[src/rtl/riot_port_timer.sv]
`timescale 1ns/1ps
`default_nettype none
// +----------------------------------------------------------------------------+
// | Module      : riot_port_timer                                              |
// | Description : Parametrised RRIOT-style I/O and timer core. NUM_PORTS ports |
// |               with per-bit direction registers, an 8-bit interval timer   |
// |               with /1, /8, /64, /1024 prescale and fast post-underflow    |
// |               countdown, and an edge detector on one bit of port 0.       |
// |               Optional macro RIOT_PB7_IRQ_EN turns the top bit of port 1  |
// |               into an open-drain active-low IRQ pin.                      |
// | Revision    : 1.0 - initial release                                        |
// +----------------------------------------------------------------------------+
module riot_port_timer #(
   parameter int NUM_PORTS  = 2,
   parameter int PORT_WIDTH = 8,
   parameter int ED_BIT     = 7
) (
   input  logic                            phi2_i,
   input  logic                            rst_i,
   input  logic                            cs_i,
   input  logic                            we_n_i,
   input  logic [4:0]                      addr_i,
   input  logic [7:0]                      di_i,
   output logic [7:0]                      do_o,
   output logic                            oe_o,
   input  logic [NUM_PORTS*PORT_WIDTH-1:0] pi_i,
   output logic [NUM_PORTS*PORT_WIDTH-1:0] po_o,
   output logic [NUM_PORTS*PORT_WIDTH-1:0] ddr_o,
   output logic                            irq_o
);

   localparam int PW_ALL = NUM_PORTS * PORT_WIDTH;

   // Prescaler reload value (divisor - 1) for each prescale select code.
   function automatic logic [9:0] presc_reload(input logic [1:0] sel);
      logic [9:0] val;
      case (sel)
         2'b00:   val = 10'd0;
         2'b01:   val = 10'd7;
         2'b10:   val = 10'd63;
         default: val = 10'd1023;
      endcase
      return val;
   endfunction

   logic [PW_ALL-1:0]     po_q, po_d, ddr_q, ddr_d;
   logic [PW_ALL-1:0]     po_eff, ddr_eff, pin_read;
   logic [7:0]            timer_q, timer_d;
   logic [9:0]            presc_q, presc_d;
   logic [1:0]            sel_q, sel_d;
   logic                  fast_q, fast_d;
   logic                  tflag_q, tflag_d, tie_q, tie_d;
   logic                  eflag_q, eflag_d, eie_q, eie_d, epol_q, epol_d;
   logic                  prev_q;
   logic                  irq_q, irq_d;
   logic                  uf;
   logic [PORT_WIDTH-1:0] port_val;

   logic       rd_en, wr_en, ctl_sel, ed_pin, ed_hit;
   logic [2:0] port_idx;

   assign rd_en    = cs_i & we_n_i;
   assign wr_en    = cs_i & ~we_n_i;
   assign ctl_sel  = addr_i[4];
   assign port_idx = addr_i[3:1];
   assign ed_pin   = pi_i[ED_BIT];
   assign ed_hit   = epol_q ? (~prev_q & ed_pin) : (prev_q & ~ed_pin);
   assign oe_o     = rd_en;
   assign irq_o    = irq_q;

`ifdef RIOT_PB7_IRQ_EN
   generate
      if (NUM_PORTS >= 2) begin : g_pb7
         // Top bit of port 1 becomes an open-drain IRQ: data forced low, direction follows irq.
         always_comb begin
            po_eff                     = po_q;
            ddr_eff                    = ddr_q;
            po_eff[2*PORT_WIDTH-1]     = 1'b0;
            ddr_eff[2*PORT_WIDTH-1]    = irq_q;
         end
      end else begin : g_no_pb7
         assign po_eff  = po_q;
         assign ddr_eff = ddr_q;
      end
   endgenerate
`else
   assign po_eff  = po_q;
   assign ddr_eff = ddr_q;
`endif

   assign po_o     = po_eff;
   assign ddr_o    = ddr_eff;
   assign pin_read = (ddr_eff & po_eff) | (~ddr_eff & pi_i);

   // Read data mux: timer/flags in control space, port data or direction in port space.
   always_comb begin
      do_o     = 8'h00;
      port_val = '0;
      if (cs_i) begin
         if (ctl_sel) begin
            do_o = addr_i[0] ? {tflag_q, eflag_q, 6'b000000} : timer_q;
         end else begin
            for (int k = 0; k < NUM_PORTS; k++) begin
               if (32'(port_idx) == k) begin
                  port_val = addr_i[0] ? ddr_eff[k*PORT_WIDTH +: PORT_WIDTH]
                                       : pin_read[k*PORT_WIDTH +: PORT_WIDTH];
               end
            end
            do_o = 8'(port_val);
         end
      end
   end

   // Next-state logic: counting first, then read-clears, then events that set flags,
   // then timer load so a load overrides a coincident underflow.
   always_comb begin
      po_d    = po_q;
      ddr_d   = ddr_q;
      timer_d = timer_q;
      presc_d = presc_q;
      sel_d   = sel_q;
      fast_d  = fast_q;
      tflag_d = tflag_q;
      tie_d   = tie_q;
      eflag_d = eflag_q;
      eie_d   = eie_q;
      epol_d  = epol_q;
      uf      = 1'b0;

      if (fast_q || (presc_q == 10'd0)) begin
         timer_d = timer_q - 8'd1;
         uf      = (timer_q == 8'h00);
         if (!fast_q) begin
            presc_d = presc_reload(sel_q);
         end
      end else begin
         presc_d = presc_q - 10'd1;
      end

      if (rd_en && ctl_sel && !addr_i[0]) begin
         tflag_d = 1'b0;
         tie_d   = addr_i[3];
      end
      if (uf) begin
         tflag_d = 1'b1;
         fast_d  = 1'b1;
      end
      if (wr_en && ctl_sel && addr_i[2]) begin
         timer_d = di_i;
         sel_d   = addr_i[1:0];
         presc_d = presc_reload(addr_i[1:0]);
         tie_d   = addr_i[3];
         tflag_d = 1'b0;
         fast_d  = 1'b0;
      end

      if (wr_en && ctl_sel && !addr_i[2]) begin
         epol_d = addr_i[0];
         eie_d  = addr_i[1];
      end
      if (rd_en && ctl_sel && addr_i[0]) begin
         eflag_d = 1'b0;
      end
      if (ed_hit) begin
         eflag_d = 1'b1;
      end

      if (wr_en && !ctl_sel) begin
         for (int k = 0; k < NUM_PORTS; k++) begin
            if (32'(port_idx) == k) begin
               if (addr_i[0]) begin
                  ddr_d[k*PORT_WIDTH +: PORT_WIDTH] = di_i[PORT_WIDTH-1:0];
               end else begin
                  po_d[k*PORT_WIDTH +: PORT_WIDTH] = di_i[PORT_WIDTH-1:0];
               end
            end
         end
      end

      irq_d = (tflag_d & tie_d) | (eflag_d & eie_d);
   end

   // State registers; reset overrides any coincident bus access or event.
   always_ff @(posedge phi2_i) begin
      prev_q <= ed_pin;
      if (rst_i) begin
         po_q    <= '0;
         ddr_q   <= '0;
         timer_q <= 8'hFF;
         presc_q <= 10'd1023;
         sel_q   <= 2'b11;
         fast_q  <= 1'b0;
         tflag_q <= 1'b0;
         tie_q   <= 1'b0;
         eflag_q <= 1'b0;
         eie_q   <= 1'b0;
         epol_q  <= 1'b0;
         irq_q   <= 1'b0;
      end else begin
         po_q    <= po_d;
         ddr_q   <= ddr_d;
         timer_q <= timer_d;
         presc_q <= presc_d;
         sel_q   <= sel_d;
         fast_q  <= fast_d;
         tflag_q <= tflag_d;
         tie_q   <= tie_d;
         eflag_q <= eflag_d;
         eie_q   <= eie_d;
         epol_q  <= epol_d;
         irq_q   <= irq_d;
      end
   end

endmodule
`default_nettype wire

[config.mk]
export PLATFORM = sky130hd
export DESIGN_NAME = riot_port_timer
export DESIGN_NICKNAME = d
export VERILOG_FILES = /design/src/rtl/riot_port_timer.sv
export SDC_FILE = /design/constraint.sdc
export NUM_CORES = 1
export LEC_CHECK = 0
export ABC_AREA = 0
export ABC_CLOCK_PERIOD_IN_PS = 2200
export BUFFER_PORTS_ARGS = -buffer_cell sky130_fd_sc_hd__buf_4
export CORE_MARGIN = 3
export CORE_UTILIZATION = 54
export CTS_CLUSTER_SIZE = 24
export DETAILED_ROUTE_END_ITERATION = 8
export PLACE_DENSITY = 0.85
export SLEW_MARGIN = 20
export SYNTH_ARGS = -nofsm -noshare
export SYNTH_HDL_FRONTEND = slang
export SYNTH_SLANG_ARGS = --single-unit
[constraint.sdc]
create_clock -name phi2_i -period 2.2 [get_ports phi2_i]
set_input_delay 0.22 -clock phi2_i [delete_from_list [all_inputs] [get_ports phi2_i]]
set_output_delay 0.22 -clock phi2_i [all_outputs]
set_load 0.01 [all_outputs]
==> flow_metrics.env <==
export IMPL_post_route_min_period_ns=2.055
export IMPL_drive_above_1_share=0.2236
export IMPL_synthDistinctLibCells=50
export IMPL_synthArstFlopShare=0
export IMPL_avgSynthCellArea_um2=8.068
export IMPL_h_tree_depth=3
export IMPL_setup_viol=0
export IMPL_start_kind="flop"
export IMPL_first_iter_violations=308
export IMPL_crit_required_ns=2.47
export IMPL_synth_top_area_frac=0.3750
export IMPL_fillers=449
export IMPL_crit_path_top_delay_cell="or4_1"
export IMPL_pre_cts_ws_ns=0.1663
export IMPL_die_h_um=83.02
export IMPL_nNetsFinal=505
export IMPL_clk_pin_slew_ns=0.06
export IMPL_grt_pass1_wl_mm=14.86
export IMPL_dpl_cell_area_mm2=0.003847
export IMPL_seqCellArea_mm2=0.001201
export IMPL_wl_per_cell_um=16.09
export IMPL_synth_edff_count=0
export IMPL_power_density_mw_per_mm2=572.3
export IMPL_grt_max_degree=56
export IMPL_path_max_fanout=7
export IMPL_dp_hpwl_mm=6.198
export IMPL_hold_class="input pin to flop"
export IMPL_critPathCaptureType="flop"
export IMPL_seq_power_share=0.491
export IMPL_gp_congestion=0.8922
export IMPL_cts_setup_buffers=0
export IMPL_p_int_w=0.001726
export IMPL_status="complete, no violations"
export IMPL_p_leak_nw=1.827
export IMPL_crit_type="flop to flop"
export IMPL_synth_area_mm2=0.003203
export IMPL_numCtsBuffers=9
export IMPL_ant_nets=0
export IMPL_tightest_slew_ns=0.5816
export IMPL_ys_ff_latch=60
export IMPL_rows=27
export IMPL_clock_sinks=60
export IMPL_syn_nets=433
export IMPL_rsz0062_at_grt="no"
export IMPL_p_clk_frac=0.397
export IMPL_die_area_mm2=0.006891
export IMPL_synthCells=397
export IMPL_p_comb_frac=0.112
export IMPL_cts_resized=0
export IMPL_clockBufferDepth=2
export IMPL_finalSetupTns_ns=0
export IMPL_dr_total_vias=3270
export IMPL_grt_pass1_vias=3145
export IMPL_multiInputGateArea_mm2=0.001876
export IMPL_yosys_warnings=0
export IMPL_via_per_inst=5.989
export IMPL_synth_area_leaders="dfxtp_1, mux2i_1, o21ai_0, nor2_1, nand2_1"
export IMPL_clockRootBuffer="clkbuf_8"
export IMPL_fin_ws_ns=0.1446
export IMPL_track_usage=0.2566
export IMPL_finalWirelength_mm=8.787
export IMPL_final_area_mm2=0.004029
export IMPL_layout_commonest_cell="buf_4"
export IMPL_p_sw_frac=0.2513
export IMPL_critPathArrivalTime_ns=2.32
export IMPL_p_sw_w=0.0005796
export IMPL_coreArea_mm2=0.005608
export IMPL_finalMaxSlewViolations=0
export IMPL_ios=75
export IMPL_cap_violations=0
export IMPL_clk_latency_ns=0.33
export IMPL_area_growth_pct=25.78
export IMPL_die_w_um=83.02
export IMPL_cpPeakStageDelay_ns=0.52
export IMPL_path_cells="inv_1, ha_1, nor4b_4, a31oi_4, or4_1, and3_1, o21ai_2"
export IMPL_first_pass_iters=5
export IMPL_n_antenna_cell=0
export IMPL_finalClockSkew_ns=0.007765
export IMPL_overflow=0
export IMPL_final_cell_mix="buf_4, dfxtp_1, nor2_1, o21ai_0, nand2_1"
export IMPL_cts_tree="built"
export IMPL_ys_flop_type="dfxtp_1"
export IMPL_relSlewSlack=0.6070
export IMPL_fmax_ghz=0.4865
export IMPL_power_total_w=0.002306
export IMPL_min_period_over_period=0.9343
export IMPL_hold_viol=0
export IMPL_portBuffers=74
export IMPL_antenna_found_initial=0
export IMPL_drc=0
export IMPL_hold_buffers=0
export IMPL_initial_core_util=0.5712
export IMPL_ir_worst_vdd_uv=457.4
export IMPL_yosysSeqAreaShare=0.3750
export IMPL_synth_top_area_cell="dfxtp_1"
metrics by stage:
step / hold WS [ns] / cells / util
finish: 0.01924 / 546 / 0.7184
global route: 0.003285 / 546 / 0.7184
CTS: 0.008262 / 546 / 0.7184
detailed placement: 0.3559 / 530 / 0.6861
global placement: 0.3560 / 530 / 0.6861
floorplan: 0.2477 / 397 / -
sequential cells by signal, indices dropped and copies added (netlist names), 2 cells and up:
name / cells
presc_q: 10
po_o: 16
sel_q: 2
timer_q: 8
ddr_o: 16
power by group through the flow:
| stage | combinational [W] | clock [W] | sequential [W] |
|---|---|---|---|
| floorplan | 0.000142 | 0 | 0.00115 |
| global placement | 0.000253 | 0 | 0.00115 |
| detailed placement | 0.000256 | 0 | 0.00115 |
| CTS | 0.000257 | 0.000929 | 0.00113 |
| global route | 0.000287 | 0.000981 | 0.00113 |
| finish | 0.000259 | 0.000916 | 0.00113 |
worst max-delay path, delay by kind of cell (launching register included):
kind / cells / cell delay (ns)
and+or+nand+nor: 3 / 1.11
AOI/OAI and AO/OA: 2 / 0.27
DFF: 1 / 0.34
buffers and inverters: 1 / 0.06
adders and majority gates: 1 / 0.21
Yosys cell counts, drive strengths merged, types with 4 or more instances:
master and n:
o21ai 44, or4 4, a31oi 4, nor2 51, nand3 12, a221oi 9
inv 12, clkbuf 17, a211oi 6, o31ai 6, mux2i 29, nand2 37
dfxtp 60, buf 5, nor4 8, nand2b 20, nor3 14, a21oi 19
layout make-up:
cell class	count	area share
tap	72	0.02236
clock inverter	1	0.001242
inverter	12	0.01118
clock buffer	15	0.04379
sequential	60	0.2981
timing repair buffer	83	0.1578
multi-input combinational	303	0.4655
path summary, 6_finish.rpt:
| kind | from | endpoint | slack (ns) | depth (start not counted) |
|---|---|---|---|---|
| setup reg to reg | presc_q[0] | timer_q[7] | 0.14 | 7 |
| setup / recovery | presc_q[0] | timer_q[7] | 0.14 | 7 |
| hold / removal | pi_i[7] | prev_q | 0.02 | 1 |
| hold reg to reg | po_o[15] | po_o[15] | 0.47 | 2 |
cells by family (layout without fill, tap and decap cells):
group | count (synthesis) | in the layout | share of synthesized area
adder cells (fa/ha/maj) | 3 | 3 | 0.01172
AO/OA/AOI/OAI | 104 | 104 | 0.2078
AND/OR/NAND/NOR | 164 | 164 | 0.2656
buffers and inverters | 34 | 111 | 0.04101
XOR/XNOR | 3 | 3 | 0.008205
flip-flops | 60 | 60 | 0.3750
multiplexers | 29 | 29 | 0.09063
metal layers:
layer	up-vias	share of wire	track usage	routed length [µm]
met5	-	0	0	0
met4	0	0.014	0.1010	125
met2	152	0.47	0.4140	4087
li1	1573	-	-	-
met1	1532	0.44	0.3327	3905
met3	13	0.076	0.05754	669
Power figures use the tool's default switching activity.
